**src/rtl/activation_pkg.sv**
```systemverilog
// Shared types and constants for the multi-lane activation stage.
// Holds the mode encodings, the counter width and the saturating add helper.
package activation_pkg;

  typedef enum logic [1:0] {
    MODE_PASS  = 2'd0,
    MODE_RELU  = 2'd1,
    MODE_LEAKY = 2'd2,
    MODE_CLIP  = 2'd3
  } act_mode_e;

  localparam int unsigned COUNT_WIDTH = 32;

  function automatic logic [COUNT_WIDTH-1:0] sat_add(logic [COUNT_WIDTH-1:0] a,
                                                      logic [COUNT_WIDTH-1:0] b);
    logic [COUNT_WIDTH:0] sum;
    sum = {1'b0, a} + {1'b0, b};
    return sum[COUNT_WIDTH] ? '1 : sum[COUNT_WIDTH-1:0];
  endfunction

endpackage

```
**src/rtl/activation_unit_if.sv**
```systemverilog
// FIFO-facing handshake, mode and counter signals of the activation stage.
// The slave modport is the DUT view; master is the environment view.
interface activation_unit_if #(
  parameter int unsigned DWIDTH_IN  = 16,
  parameter int unsigned DWIDTH_OUT = 16,
  parameter int unsigned CHANNELS   = 1
);
  import activation_pkg::*;

  logic [1:0]                     mode;
  logic [CHANNELS*DWIDTH_IN-1:0]  fifo_in_dout;
  logic                           fifo_in_empty;
  logic                           fifo_in_rd_en;
  logic [CHANNELS*DWIDTH_OUT-1:0] fifo_out_din;
  logic                           fifo_out_wr_en;
  logic                           fifo_out_full;
  logic                           count_clear;
  logic [COUNT_WIDTH-1:0]         clip_count;

  modport master (
    output mode, fifo_in_dout, fifo_in_empty, fifo_out_full, count_clear,
    input  fifo_in_rd_en, fifo_out_din, fifo_out_wr_en, clip_count
  );

  modport slave (
    input  mode, fifo_in_dout, fifo_in_empty, fifo_out_full, count_clear,
    output fifo_in_rd_en, fifo_out_din, fifo_out_wr_en, clip_count
  );

endinterface

```
**src/rtl/activation_lane.sv**
```systemverilog
// Combinational single-lane activation followed by signed saturation to DWIDTH_OUT.
// clamp flags lanes changed by the CLIP_MAX bound or by output saturation.
module activation_lane
  import activation_pkg::*;
#(
  parameter int unsigned DWIDTH_IN  = 16,
  parameter int unsigned DWIDTH_OUT = 16,
  parameter int unsigned LEAK_SHIFT = 3,
  parameter int unsigned CLIP_MAX   = 255
) (
  input  act_mode_e                    mode,
  input  logic signed [DWIDTH_IN-1:0]  x,
  output logic signed [DWIDTH_OUT-1:0] y,
  output logic                         clamp
);

  // Working width holds any input, output bound and the 32-bit CLIP_MAX without overflow.
  localparam int unsigned WMax = (DWIDTH_IN > DWIDTH_OUT) ? DWIDTH_IN : DWIDTH_OUT;
  localparam int unsigned EW   = ((WMax > 32) ? WMax : 32) + 1;

  localparam logic signed [EW-1:0] ClipMax = EW'(CLIP_MAX);
  localparam logic signed [EW-1:0] OutMax  =
    {{(EW-DWIDTH_OUT+1){1'b0}}, {(DWIDTH_OUT-1){1'b1}}};
  localparam logic signed [EW-1:0] OutMin  =
    {{(EW-DWIDTH_OUT+1){1'b1}}, {(DWIDTH_OUT-1){1'b0}}};

  logic signed [EW-1:0] xe;
  logic signed [EW-1:0] ye;
  logic signed [EW-1:0] sat;
  logic                 clip_hit;
  logic                 sat_hit;

  always_comb begin
    xe       = {{(EW-DWIDTH_IN){x[DWIDTH_IN-1]}}, x};
    ye       = xe;
    clip_hit = 1'b0;
    unique case (mode)
      MODE_PASS:  ye = xe;
      MODE_RELU:  ye = xe[EW-1] ? '0 : xe;
      MODE_LEAKY: ye = xe[EW-1] ? (xe >>> LEAK_SHIFT) : xe;
      MODE_CLIP: begin
        if (xe[EW-1]) begin
          ye = '0;
        end else if (xe > ClipMax) begin
          ye       = ClipMax;
          clip_hit = 1'b1;
        end
      end
      default:    ye = xe;
    endcase
  end

  always_comb begin
    sat     = ye;
    sat_hit = 1'b0;
    if (ye > OutMax) begin
      sat     = OutMax;
      sat_hit = 1'b1;
    end else if (ye < OutMin) begin
      sat     = OutMin;
      sat_hit = 1'b1;
    end
  end

  assign y     = sat[DWIDTH_OUT-1:0];
  assign clamp = clip_hit | sat_hit;

endmodule

```
**src/rtl/activation_unit.sv**
```systemverilog
// Two-stage stallable activation pipeline between two FWFT FIFOs, CHANNELS lanes per word,
// with a saturating count of clamped lanes accepted by the output FIFO.
module activation_unit
  import activation_pkg::*;
#(
  parameter int unsigned DWIDTH_IN  = 16,
  parameter int unsigned DWIDTH_OUT = 16,
  parameter int unsigned CHANNELS   = 1,
  parameter int unsigned LEAK_SHIFT = 3,
  parameter int unsigned CLIP_MAX   = 255
) (
  input logic             clock,
  input logic             reset,
  activation_unit_if.slave bus
);

  logic                           s1_valid;
  logic [CHANNELS*DWIDTH_IN-1:0]  s1_data;
  act_mode_e                      s1_mode;
  logic                           s2_valid;
  logic [CHANNELS*DWIDTH_OUT-1:0] s2_data;
  logic [CHANNELS-1:0]            s2_clamp;
  logic [COUNT_WIDTH-1:0]         count_q;

  logic [CHANNELS*DWIDTH_OUT-1:0] lane_y;
  logic [CHANNELS-1:0]            lane_clamp;
  logic [COUNT_WIDTH-1:0]         clamp_cnt;
  logic                           adv;
  logic                           rd_en;
  logic                           wr_en;

  for (genvar k = 0; k < CHANNELS; k++) begin : g_lane
    activation_lane #(
      .DWIDTH_IN (DWIDTH_IN),
      .DWIDTH_OUT(DWIDTH_OUT),
      .LEAK_SHIFT(LEAK_SHIFT),
      .CLIP_MAX  (CLIP_MAX)
    ) u_lane (
      .mode (s1_mode),
      .x    (s1_data[k*DWIDTH_IN +: DWIDTH_IN]),
      .y    (lane_y[k*DWIDTH_OUT +: DWIDTH_OUT]),
      .clamp(lane_clamp[k])
    );
  end

  assign adv   = !s2_valid || !bus.fifo_out_full;
  // Gated by reset so nothing is popped while the pipeline is held in reset.
  assign rd_en = reset && adv && !bus.fifo_in_empty;
  assign wr_en = s2_valid && !bus.fifo_out_full;

  always_ff @(posedge clock or negedge reset) begin
    if (!reset) begin
      s1_valid <= 1'b0;
      s1_data  <= '0;
      s1_mode  <= MODE_PASS;
      s2_valid <= 1'b0;
      s2_data  <= '0;
      s2_clamp <= '0;
    end else if (adv) begin
      s1_valid <= rd_en;
      if (rd_en) begin
        s1_data <= bus.fifo_in_dout;
        s1_mode <= act_mode_e'(bus.mode);
      end
      s2_valid <= s1_valid;
      if (s1_valid) begin
        s2_data  <= lane_y;
        s2_clamp <= lane_clamp;
      end
    end
  end

  always_comb begin
    clamp_cnt = '0;
    for (int k = 0; k < CHANNELS; k++) begin
      clamp_cnt = clamp_cnt + COUNT_WIDTH'(s2_clamp[k]);
    end
  end

  always_ff @(posedge clock or negedge reset) begin
    if (!reset) begin
      count_q <= '0;
    end else if (bus.count_clear) begin
      count_q <= '0;
    end else if (wr_en) begin
      count_q <= sat_add(count_q, clamp_cnt);
    end
  end

  assign bus.fifo_in_rd_en  = rd_en;
  assign bus.fifo_out_wr_en = wr_en;
  assign bus.fifo_out_din   = s2_data;
  assign bus.clip_count     = count_q;

endmodule

```
**src/flat_wrapper.sv**
```systemverilog
// flat-port wrapper written by rule: the top's interface ports become plain ports
module activation_unit_flat import activation_pkg::*;
#(
  parameter int unsigned DWIDTH_IN  = 16,
  parameter int unsigned DWIDTH_OUT = 16,
  parameter int unsigned CHANNELS   = 1,
  parameter int unsigned LEAK_SHIFT = 3,
  parameter int unsigned CLIP_MAX   = 255
)
  (clock, reset, bus_mode, bus_fifo_in_dout, bus_fifo_in_empty, bus_fifo_out_full, bus_count_clear, bus_fifo_in_rd_en, bus_fifo_out_din, bus_fifo_out_wr_en, bus_clip_count);
  activation_unit_if #(.DWIDTH_IN(DWIDTH_IN), .DWIDTH_OUT(DWIDTH_OUT), .CHANNELS(CHANNELS)) bus_i ();
  input logic clock;
  input logic reset;
  input wire logic [$bits(bus_i.mode)-1:0] bus_mode;
  input wire logic [$bits(bus_i.fifo_in_dout)-1:0] bus_fifo_in_dout;
  input wire logic [$bits(bus_i.fifo_in_empty)-1:0] bus_fifo_in_empty;
  input wire logic [$bits(bus_i.fifo_out_full)-1:0] bus_fifo_out_full;
  input wire logic [$bits(bus_i.count_clear)-1:0] bus_count_clear;
  output wire logic [$bits(bus_i.fifo_in_rd_en)-1:0] bus_fifo_in_rd_en;
  output wire logic [$bits(bus_i.fifo_out_din)-1:0] bus_fifo_out_din;
  output wire logic [$bits(bus_i.fifo_out_wr_en)-1:0] bus_fifo_out_wr_en;
  output wire logic [$bits(bus_i.clip_count)-1:0] bus_clip_count;
  assign bus_i.mode = bus_mode;
  assign bus_i.fifo_in_dout = bus_fifo_in_dout;
  assign bus_i.fifo_in_empty = bus_fifo_in_empty;
  assign bus_i.fifo_out_full = bus_fifo_out_full;
  assign bus_i.count_clear = bus_count_clear;
  assign bus_fifo_in_rd_en = bus_i.fifo_in_rd_en;
  assign bus_fifo_out_din = bus_i.fifo_out_din;
  assign bus_fifo_out_wr_en = bus_i.fifo_out_wr_en;
  assign bus_clip_count = bus_i.clip_count;
  activation_unit #(.DWIDTH_IN(DWIDTH_IN), .DWIDTH_OUT(DWIDTH_OUT), .CHANNELS(CHANNELS), .LEAK_SHIFT(LEAK_SHIFT), .CLIP_MAX(CLIP_MAX)) u_core (.clock(clock), .reset(reset), .bus(bus_i));
endmodule
```
**config.mk**
```make
export PLATFORM = sky130hd
export DESIGN_NAME = activation_unit_flat
export DESIGN_NICKNAME = d
export VERILOG_FILES = /design/src/rtl/activation_pkg.sv /design/src/rtl/activation_unit_if.sv /design/src/rtl/activation_lane.sv /design/src/rtl/activation_unit.sv /design/src/flat_wrapper.sv
export SDC_FILE = /design/constraint.sdc
export NUM_CORES = 1
export LEC_CHECK = 0
export BUFFER_PORTS_ARGS = -buffer_cell sky130_fd_sc_hd__buf_2
export CAP_MARGIN = 5
export CELL_PAD_IN_SITES_DETAIL_PLACEMENT = 2
export CELL_PAD_IN_SITES_GLOBAL_PLACEMENT = 2
export CORE_MARGIN = 1.5
export CORE_UTILIZATION = 30
export CTS_CLUSTER_DIAMETER = 30
export DETAILED_ROUTE_END_ITERATION = 8
export PLACE_DENSITY_LB_ADDON = 0.1
export SYNTH_ARGS = -nofsm -noshare
export SYNTH_HDL_FRONTEND = slang
export SYNTH_SLANG_ARGS = --single-unit
```
**constraint.sdc**
```tcl
create_clock -name clock -period 2.4 [get_ports clock]
set_input_delay 0.36 -clock clock [delete_from_list [all_inputs] [get_ports clock]]
set_output_delay 0.36 -clock clock [all_outputs]
set_load 0.01 [all_outputs]
```
* Word level (Yosys, flattened, before mapping)
Cells that the tools add are included.
** Cells by class
- Reductions and logical operators :: 11
- Order comparisons :: 3
- Bitwise logic cells :: 1
- Muxes and demuxes :: 15
- $add $sub $neg :: 1
- Eq/ne operators :: 3
** Operators by type and width (count)
- $pmux 33 s4 :: 1
- $mux 32 :: 3
- $mux 15 :: 3
- $add 32x1->33 :: 1
- $gt 33x16->1 const B :: 1
- $lt 33x16->1 const B :: 1
- $mux 33 :: 1
- $mux 16 :: 2
- $gt 16x9->1 const B :: 1
- $mux 1 :: 5
- $eq 2x2->1 const B :: 2
- $reduce_and 2->1 :: 2
- $logic_and 1x1->1 :: 3
- $logic_not 1->1 :: 3
- $eq 2x1->1 const B :: 1
- $logic_not 2->1 :: 1
- $reduce_bool 2->1 :: 1
- $logic_or 1x1->1 :: 1
- $or 1x1->1 :: 1
** Word-level totals
- Logic and storage cells :: 41
- Flip-flop bits (word level) :: 69
- Input port bits :: 23
- Output and inout bits :: 50

* Depth between registers and ports, before layout
- Depth after elaboration :: 8
- Mapped depth :: 9
- Depth with buffers taken out :: 7

* Hierarchy
Synthesis repeated with hierarchy kept, for this count alone.
** Unflattened totals
- Cells, all modules :: 389
- Area, all modules :: 3578.4 um2
** Modules (own cells, without submodules)
- activation_unit :: area each 3255.6 um2, cells each 337, seq. area each 1726.7 um2, times used 1
- activation_lane :: area each 322.8 um2, cells each 52, seq. area each 0.0 um2, times used 1

* Worst setup path after synthesis
No wires, ideal clock.
- Kind :: register to register
- Start point :: reg u_core.count_q[0] (netlist: u_core.bus.clip_count[0])
- End point :: reg u_core.count_q[18] (netlist: u_core.bus.clip_count[18])
- Cell stages (with the launch flop) :: 10
- Path slack :: -0.214 ns
- Buffers on the path :: 2
- Data required time :: 2.304 ns
- Library setup time :: 0.096 ns
- Arrival :: 2.519 ns
- Period minus slack after synthesis :: 2.614 ns
- Cell sequence :: dfrtp_1 ha_1 ha_1 nand4_4 or4_1 buf_2 or3_1 buf_2 and3_4 a311oi_2
** On the way
- Cells in the longest elaborated chain, start to end :: 4
** RTL lines
- start: declaration :: line activation_unit.sv:23 : logic [COUNT_WIDTH-1:0] count_q;
- start signal: assignment :: line activation_unit.sv:86 : count_q <= sat_add(count_q, clamp_cnt);
- $add 32x1->33 :: line activation_pkg.sv:17 : sum = {1'b0, a} + {1'b0, b};
- $mux 32 :: line activation_pkg.sv:18 : return sum[COUNT_WIDTH] ? '1 : sum[COUNT_WIDTH-1:0];
- $mux 32 :: line activation_unit.sv:85 : end else if (wr_en) begin
- $mux 32 :: line activation_unit.sv:83 : end else if (bus.count_clear) begin
Every way passes these cells. The select of a mux whose other input is x is not followed.
A chain may end at the register's enable or synchronous reset.

* Worst setup path in the final report
- Start point :: reg u_core.s2_clamp
- End point :: reg u_core.count_q[26] (netlist: u_core.bus.clip_count[26])
** On the way
- Cells in the longest elaborated chain, start to end :: 4
** RTL lines
- start: declaration :: line activation_unit.sv:22 : logic [CHANNELS-1:0] s2_clamp;
- start signal: assignment :: line activation_unit.sv:68 : s2_clamp <= lane_clamp;
- $add 32x1->33 :: line activation_pkg.sv:17
- $mux 32 :: line activation_pkg.sv:18
- $mux 32 :: line activation_unit.sv:85
- $mux 32 :: line activation_unit.sv:83
Every way passes these cells. The select of a mux whose other input is x is not followed.

==> key figures <==
CTS
  • Clk slew on worst S/H paths: 60 ps
  • Clk sinks: 69
  • CTS tree: built
  • Clk root buf: clkbuf_16
  • Post-CTS Hold Buffers: 0
  • Num CTS Buffers: 9
  • Htree depth: 3
  • Worst-Skew Late Latency: 350 ps
  • CTS max path bufs: 2

STA
  • Tightest Pin Transition: 669 ps
  • Hold Vio Cnt, Final: 0
  • Setup TNS: 0 ps
  • Rel. slew slack: 0.554
  • Worst Clk Skew: 5.25 ps
  • # setup viols final: 0
  • Fin crit period: 2280 ps
  • Final Max Tran Viols: 0
  • RSZ-0062 raised after global routing: no
  • Period utilisation layout: 0.950
  • Max Clk Rate: 439 MHz

Worst setup path
  • CP Launch Type: flop
  • CP max FO: 5
  • Crit path from: u_core.s2_clamp
  • R2R Path End: u_core.bus.clip_count[26]
  • Capture point of the worst path: u_core.bus.clip_count[26]
  • Setup CP Type: flop to flop
  • Reg2reg start: u_core.s2_clamp
  • Crit path required time: 2600 ps
  • Reg2Reg Setup Slack: 120 ps
  • Arr. time, crit path: 2480 ps
  • Reg2reg path depth: 9
  • CP endpoint kind: flop

Placement
  • Post-detail-place hpwl: 8.35 mm
  • Final GP Congestion: 0.754
  • Inst Count DP: 600
  • Placement Cell Area: 0.00418 sq mm
  • Number of port buffers: 72

Power
  • Pwr Total: 0.00341 W
  • Leakage: 2.11 nW
  • Worst vdd ir: 264 uV
  • Power per Cell Area: 751 mW/mm^2

Logic synthesis
  • Syn_nets: 404
  • Avg Cell Area, Syn: 9.21 sq um
  • Post-synth ARST share: 1.00
  • Synth unique cells: 50
  • Synth Flop Type: dfrtp_1
  • Mapped Cells: 379
  • YS warnings: 0
  • Cell area after synthesis: 0.00349 sq mm
  • EDFF count, synth: 0
  • #FFs+latches synth: 69
  • Sequential element share of the synthesized area: 0.494

GRT
  • Largest net degree at the start of global routing: 51
  • First-pass GRT wire length: 19.3 mm
  • Grt total ovfl: 0
  • Vias in the first global route: 3647
  • Tot GR Track Use: 0.199
  • Initial antenna violation count: 0

Routing
  • Via count: 3371
  • Initial DRC count: 88
  • DR vias/cell: 5.45
  • Drt total wl: 11.6 mm
  • 1st-pass router iterations: 4
  • Remaining DRCs: 0
  • Antenna-violating nets left: 0
  • Drt wl/cell: 18.7 microns

Finish
  • Number of non-filler instances in the completed layout: 618
  • Reg area: 0.00173 sq mm
  • Filler Cells Inserted: 1281
  • Number of diodes: 0
  • Multi-input gate area: 0.00169 sq mm
  • Fraction of layout cells with a size suffix above 1: 0.282
  • Finished Cell Area: 0.00453 sq mm
  • Final-stage net count: 495
  • Area Overhead vs Synth: 29.8%

Floorplan
  • Row count: 39
  • Initial Utilization: 0.307
  • Height of the die: 111 microns
  • # IOs: 73
  • Core area: 0.0114 sq mm
  • Die width: 111 microns
  • Die area: 0.0123 sq mm

Hold path
  • Class of the worst hold path: input pin to asynchronous set/reset pin

Run
  • Max-cap violations: 0

Run status
  • Outcome: finished, final reports clean
timing repair:
action | in CTS | in global routing
pin swaps | 0 | 6
endpoints found under the setup margin | 2 | 10
setup buffers | 0 | 2
gates resized for setup | 3 | 6
area by class of cell:
cell class	instances	area share
Clock buffer	10	0.0505
Clock inverter	6	0.0141
Sequential cell	69	0.381
Multi-Input combinational cell	273	0.373
Timing Repair Buffer	102	0.130
Tap cell	143	0.0395
Inverter	15	0.0124
kinds of logic after synthesis:
family | count (synthesis) | synth area share
mux | 4 | 0.0115
simple gates | 161 | 0.236
buf+inv | 37 | 0.0408
compound gates | 106 | 0.210
flops | 69 | 0.494
fa+ha+maj | 2 | 0.00716
synth_stat cells, types with 6 or more instances:
master | instances | area, sq um
a21oi_1 | 9 | 45.0
nand2_1 | 58 | 218
a211oi_1 | 9 | 67.6
clkbuf_1 | 17 | 63.8
nand4_1 | 6 | 37.5
o21ai_0 | 20 | 100
nor3_1 | 15 | 75.1
o21a_1 | 11 | 82.6
o22a_1 | 8 | 70.1
nor4_1 | 8 | 50.1
inv_1 | 14 | 52.6
o22ai_1 | 11 | 68.8
and3_1 | 7 | 43.8
nand3_1 | 15 | 75.1
a31oi_1 | 16 | 100
dfrtp_1 | 69 | 1730
nor2_1 | 25 | 93.8
sequential cells by signal, indices dropped and copies added, names as in the netlist:
register / cells
u_core.s2_valid: 1
u_core.s1_valid: 1
u_core.s1_mode: 2
u_core.bus.fifo_out_din: 16
u_core.bus.clip_count: 32
u_core.s2_clamp: 1
u_core.s1_data: 16
worst max-delay path, cell delays in order, from the launching register on:
cell and delay (ps):
dfrtp_1 390, ha_4 160, ha_4 150, nand4_4 110, or4_4 570, buf_4 190, nor3_1 160, buf_4 160
and4b_1 190, nor3_1 50
per-stage QoR:
stage / utilization / setup slack (ps) / hold WS [ps]
4_1_cts: 0.394 / 6.58 / 83.9
6_report: 0.399 / 120 / 54.5
5_1_grt: 0.399 / 3.25 / 94.6
3_5_place_dp: 0.368 / -63.9 / 449
2_1_floorplan: - / -71.5 / 64.4
3_3_place_gp: 0.368 / 38.7 / 449
layer usage:
| layer | wire length, microns | vias to the layer above | global-route usage |
|---|---|---|---|
| met5 | 0 | - | 0 |
| met4 | 198 | 0 | 0.0795 |
| met3 | 316 | 13 | 0.0317 |
| met2 | 5920 | 58 | 0.347 |
| met1 | 5130 | 1716 | 0.245 |
| li1 | - | 1584 | - |
cell usage in the layout (no fill, tap or decap), drive strengths merged, types with 3 or more instances in the layout:
cell type,synthesis,final
or3,3,3
o21a,11,11
a21oi,9,9
inv,14,14
a311oi,3,3
buf,5,102
dfrtp,69,69
clkinv,1,4
mux2i,4,4
and4,4,4
a31oi,16,16
clkbuf,17,10
a2bb2oi,3,3
nor4,8,8
and2,3,3
and3,8,8
nor2,25,25
a41oi,4,4
o21bai,3,3
o22ai,11,11
a211oi,9,9
o21ai,20,20
o22a,8,8
nand4,8,8
nor3b,3,3
nor3,16,16
nand2,58,58
nand3,17,17
power breakdown:
group,internal (W),switching (W),total (W),leakage [nW]
registers,0.00132,0.000137,0.00146,0.898
logic,0.000267,0.000335,0.000602,1.08
clock network,0.000802,0.000541,0.00134,0.138
total,0.00239,0.00101,0.00341,2.11
worst min-delay path by stage:
stage | cells after the start | start | end | slack [ps]
2_1_floorplan | 0 | reset | u_core.bus.clip_count[0] | 60
3_3_place_gp | 2 | reset | u_core.bus.clip_count[12] | 450
3_5_place_dp | 2 | reset | u_core.bus.clip_count[6] | 450
4_1_cts | 2 | reset | u_core.bus.clip_count[6] | 80
5_1_grt | 2 | reset | u_core.bus.clip_count[6] | 90
6_report | 2 | reset | u_core.bus.clip_count[12] | 50
Power figures use the tool's default switching activity.
